--- config.mk ---
export PLATFORM = sky130hd
export DESIGN_NAME = instruction_fetch
export DESIGN_NICKNAME = d
export VERILOG_FILES = /design/src/rtl/cpu_pkg.sv /design/src/rtl/instruction_fetch.sv
export SDC_FILE = /design/constraint.sdc
export NUM_CORES = 1
export LEC_CHECK = 0
export ABC_AREA = 1
export CORE_ASPECT_RATIO = 1.75
export CORE_MARGIN = 2
export CORE_UTILIZATION = 35
export CTS_BUF_LIST = sky130_fd_sc_hd__clkbuf_8
export CTS_CLUSTER_DIAMETER = 150
export DETAILED_ROUTE_END_ITERATION = 12
export PLACE_DENSITY_LB_ADDON = 0.2
export SLEW_MARGIN = 10
export SYNTH_ARGS = -nofsm -noshare
export SYNTH_HDL_FRONTEND = slang
export SYNTH_SLANG_ARGS = --single-unit
--- constraint.sdc ---
create_clock -name clk -period 1.8 [get_ports clk]
set_input_delay 0.27 -clock clk [delete_from_list [all_inputs] [get_ports clk]]
set_output_delay 0.27 -clock clk [all_outputs]
set_load 0.02 [all_outputs]
--- src/rtl/cpu_pkg.sv ---
// Definitions shared by the fetch sequencer, the PC and the control unit:
// fetch FSM encoding and default datapath widths.
package cpu_pkg;

    localparam int DATA_W = 16;
    localparam int ADDR_W = 16;

    localparam logic [1:0] S_IDLE = 2'b00;
    localparam logic [1:0] S_REQ  = 2'b01;
    localparam logic [1:0] S_HOLD = 2'b10;

endpackage

--- src/rtl/instruction_fetch.sv ---
// Fetch sequencer: reads the word at the PC through a req/ack memory port,
// holds it in the IR until decode takes it, and steers the PC inc/load strobes.
//
// state  | meaning
// IDLE   | no request outstanding, IR empty
// REQ    | mem_req high, waiting for mem_ack
// HOLD   | IR holds a word for decode (ir_valid high)
module instruction_fetch #(
    parameter int DATA_W = cpu_pkg::DATA_W,
    parameter int ADDR_W = cpu_pkg::ADDR_W
) (
    input  logic              clk,
    input  logic              reset,
    input  logic [ADDR_W-1:0] pc_addr,
    output logic              pc_inc,
    output logic              pc_ld,
    output logic [ADDR_W-1:0] pc_target,
    input  logic              fetch_en,
    input  logic              br_req,
    input  logic [ADDR_W-1:0] br_target,
    output logic              mem_req,
    output logic [ADDR_W-1:0] mem_addr,
    input  logic              mem_ack,
    input  logic [DATA_W-1:0] mem_rdata,
    output logic [DATA_W-1:0] ir_out,
    output logic              ir_valid,
    input  logic              ir_ready
);

    import cpu_pkg::*;

    logic [1:0]        state;
    logic [1:0]        state_nxt;
    logic              squash;
    logic [ADDR_W-1:0] tgt_q;
    logic              load_addr;
    logic              load_ir;
    logic              squash_set;
    logic              squash_clr;
    logic              transfer;

    assign mem_req  = (state == S_REQ);
    assign ir_valid = (state == S_HOLD);
    assign transfer = ir_valid & ir_ready & ~br_req;

    always_comb begin
        state_nxt  = state;
        pc_inc     = 1'b0;
        pc_ld      = 1'b0;
        pc_target  = '0;
        load_addr  = 1'b0;
        load_ir    = 1'b0;
        squash_set = 1'b0;
        squash_clr = 1'b0;
        case (state)
            S_IDLE: begin
                if (br_req) begin
                    pc_ld     = 1'b1;
                    pc_target = br_target;
                end else if (fetch_en) begin
                    load_addr = 1'b1;
                    state_nxt = S_REQ;
                end
            end
            S_REQ: begin
                // A redirect seen during the request lets the read finish,
                // then throws the word away and loads the PC instead.
                if (mem_ack) begin
                    if (squash || br_req) begin
                        pc_ld      = 1'b1;
                        pc_target  = br_req ? br_target : tgt_q;
                        squash_clr = 1'b1;
                        state_nxt  = S_IDLE;
                    end else begin
                        load_ir   = 1'b1;
                        pc_inc    = 1'b1;
                        state_nxt = S_HOLD;
                    end
                end else if (br_req) begin
                    squash_set = 1'b1;
                end
            end
            S_HOLD: begin
                if (br_req) begin
                    pc_ld     = 1'b1;
                    pc_target = br_target;
                    state_nxt = S_IDLE;
                end else if (transfer) begin
                    if (fetch_en) begin
                        load_addr = 1'b1;
                        state_nxt = S_REQ;
                    end else begin
                        state_nxt = S_IDLE;
                    end
                end
            end
            default: state_nxt = S_IDLE;
        endcase
    end

    always_ff @(posedge clk or posedge reset) begin
        if (reset) begin
            state    <= S_IDLE;
            squash   <= 1'b0;
            tgt_q    <= '0;
            mem_addr <= '0;
            ir_out   <= '0;
        end else begin
            state <= state_nxt;
            if (load_addr) begin
                mem_addr <= pc_addr;
            end
            if (load_ir) begin
                ir_out <= mem_rdata;
            end
            if (squash_set) begin
                squash <= 1'b1;
                tgt_q  <= br_target;
            end else if (squash_clr) begin
                squash <= 1'b0;
            end
        end
    end

endmodule

==> run summary, run 1 <==
status -> completed
synthesized cell area -> 2460 um^2
Data required, critical path -> 1.53 ns
max cap viols -> 0
nets@finish -> 470
TritonCTS clock tree -> yes
Die Area -> 7740 um^2
# DRC -> 0
Slew @ Worst Pin -> 0.277 ns
Post-CTS Setup Inserts -> 0
GPL Wtd Cong -> 0.817
1st-iter DRT viols -> 200
Syn. warnings -> 0
critical setup path kind -> input port to output pin
initial antenna violation count -> 0
TNS Setup -> 0 ns
Final Util -> 55.5%
Clock Skews -> 0.0108 ns
Max Slew Vio Count -> 0
Setup crit start kind -> input port
instance count of the mapped netlist -> 291
RSZ-0062 raised after global routing -> false
Synth Net Count -> 345
Post-DRT Antenna Nets -> 0
hold_buf cts -> 0
Reg clk slew, reported paths -> 0.10 ns
Via Count -> 2465
routed length per instance -> 14.0 um
CTS buffer count -> 5
Clock Latency Late Sink -> 0.31 ns
Max Clock Freq -> 585 MHz
Cell Rows -> 40
CP endpoint kind -> output pin
leakage dissipation -> 0.00192 uW
most common cell after layout, fill and taps aside -> nand2_1
Initial Util -> 35.9%
Arr. time, crit path -> 1.44 ns
sequential fraction of the synthesis area -> 51.9%
Worst Path Max Fanout -> 8
R2R Setup Slk -> 0.34 ns
vias in the first global route -> 2447
hpwl dp -> 4.96 mm
Power Density -> 1180 nW/um^2
Synth cell types -> 19
CTS max path bufs -> 2
Tcrit/Tclk final -> 94.9%
final setup vio count -> 0
Mapped Avg Cell Area -> 8.45 um^2
Final min period -> 1.71 ns
fraction of layout cells with a size suffix above 1 -> 19.2%
Slew headroom -> 81.5%
Chip Width -> 67.4 um
CTS H-tree depth -> 2
GR Util All Layers -> 19.4%
GR Overflow Total -> 0
global-route wire length before repair -> 11.6 mm
synthesis-stage register bit count -> 51
root buffer cell -> clkbuf_8
number of diodes -> 0
drt total wl -> 7.03 mm
die height -> 115 um
HP Class -> input port to async pin
drt pass-1 iters -> 4
area grow syn2layout -> 54.6%
largest net degree at the start of global routing -> 52
Fillers -> 671
port bufs -> 105
commonest cells after routing, fill and taps aside -> nand2_1, clkdlybuf4s50_1, dfrtp_1, nand4_1, buf_4
Worst VDD drop -> 0.546 mV
Boundary Pins -> 106
routed vias/inst -> 4.92
Hold Fails Final Rpt -> 0
placeable core region -> 6860 um^2
clk sinks -> 51
==> what timing repair did <==
action,in CTS,in global routing
resized for setup,75,5
gates cloned,1,0
setup endpoints to repair,20,5
pin swaps,2,1
==> sequential cells by signal (all words and copies together) (netlist names) <==
register	count
state	2
mem_addr	16
tgt_q	16
squash	1
ir_out	16
==> cells by family (layout without fill, tap and decap cells) <==
| kind of cell | Yosys count | count (layout) | synth area share [%] |
|---|---|---|---|
| DFF | 51 | 51 | 51.9 |
| and+or+nand+nor | 194 | 195 | 38.4 |
| buffers and inverters | 28 | 153 | 6.10 |
| AOI/OAI and AO/OA | 18 | 18 | 3.66 |
==> synth_stat cells (all sizes together) <==
| cell type | count | area share (%) |
|---|---|---|
| nand3 | 18 | 4.7 |
| nand4 | 32 | 8.1 |
| dfrtp | 51 | 52 |
| nor2 | 21 | 4.9 |
| o21ai | 18 | 3.7 |
| inv | 11 | 1.7 |
| buf | 15 | 4.1 |
| or2 | 13 | 3.3 |
| clkbuf | 2 | 0.31 |
| nand2 | 110 | 17 |
==> critical path, stage by stage <==
cell,delay (ns)
clkdlybuf4s50_1,0.51
nand3_1,0.12
nand2_2,0.14
nand2_4,0.11
nor2_1,0.10
buf_2,0.17
==> routing by layer <==
layer  GRT usage [%]  vias up  part of all wire [%]
li1                -     1203                     -
met1            21.9     1183                    39
met2            36.0       70                    55
met3            2.54        9                   3.8
met4            6.94        0                   1.6
met5               0        -                     0
==> where the power goes <==
part	total, uW	internal, uW	leakage, uW	switching (uW)
clock	943	550	0.0000695	393
sequential	1700	1510	0.000640	189
combinational	1820	847	0.00122	977
total	4470	2910	0.00192	1560
==> worst paths after layout <==
kind	from	endpoint	depth (start not counted)
min reg2reg	tgt_q[4]	tgt_q[4]	2
max reg2reg	state[0]	tgt_q[15]	7
min	reset	mem_addr[13]	3
min in group clk	tgt_q[4]	tgt_q[4]	2
max	mem_ack	pc_target[8]	6
max in group asynchronous	reset	ir_out[9]	3
==> metrics by stage <==
stage	power [uW]	hold WS [ns]	worst slack (ns)	instance area [um^2]	instances
2_1_floorplan	2660	0.416	0.273	2460	291
3_3_place_gp	3570	0.447	-0.417	3740	492
3_5_place_dp	3600	0.455	-0.451	3740	492
4_1_cts	4520	0.328	0.0161	3810	501
5_1_grt	4750	0.343	0.00211	3800	501
6_report	4470	0.318	0.0919	3800	501
==> final cells by class <==
cell class | instances | area [um^2] | area share [%]
repair buffers | 134 | 1190 | 31.4
multi-input cells | 213 | 1050 | 27.7
flip-flops and latches | 51 | 1280 | 33.6
clock buffers | 5 | 68.8 | 1.81
clock inverters | 3 | 63.8 | 1.68
well taps | 84 | 105 | 2.76
inverters | 11 | 41.3 | 1.09
(Power assumes the default switching activity.)
==> run 2, diff against run 1 <==
--- a/config.mk
+++ b/config.mk
@@ -6,6 +6,7 @@
 export NUM_CORES = 1
 export LEC_CHECK = 0
 export ABC_AREA = 1
+export CAP_MARGIN = 40
 export CORE_ASPECT_RATIO = 1.75
 export CORE_MARGIN = 2
 export CORE_UTILIZATION = 35
==> results of run 2 <==
No change in the layout: final DEF, timing and power equal those of run 1.
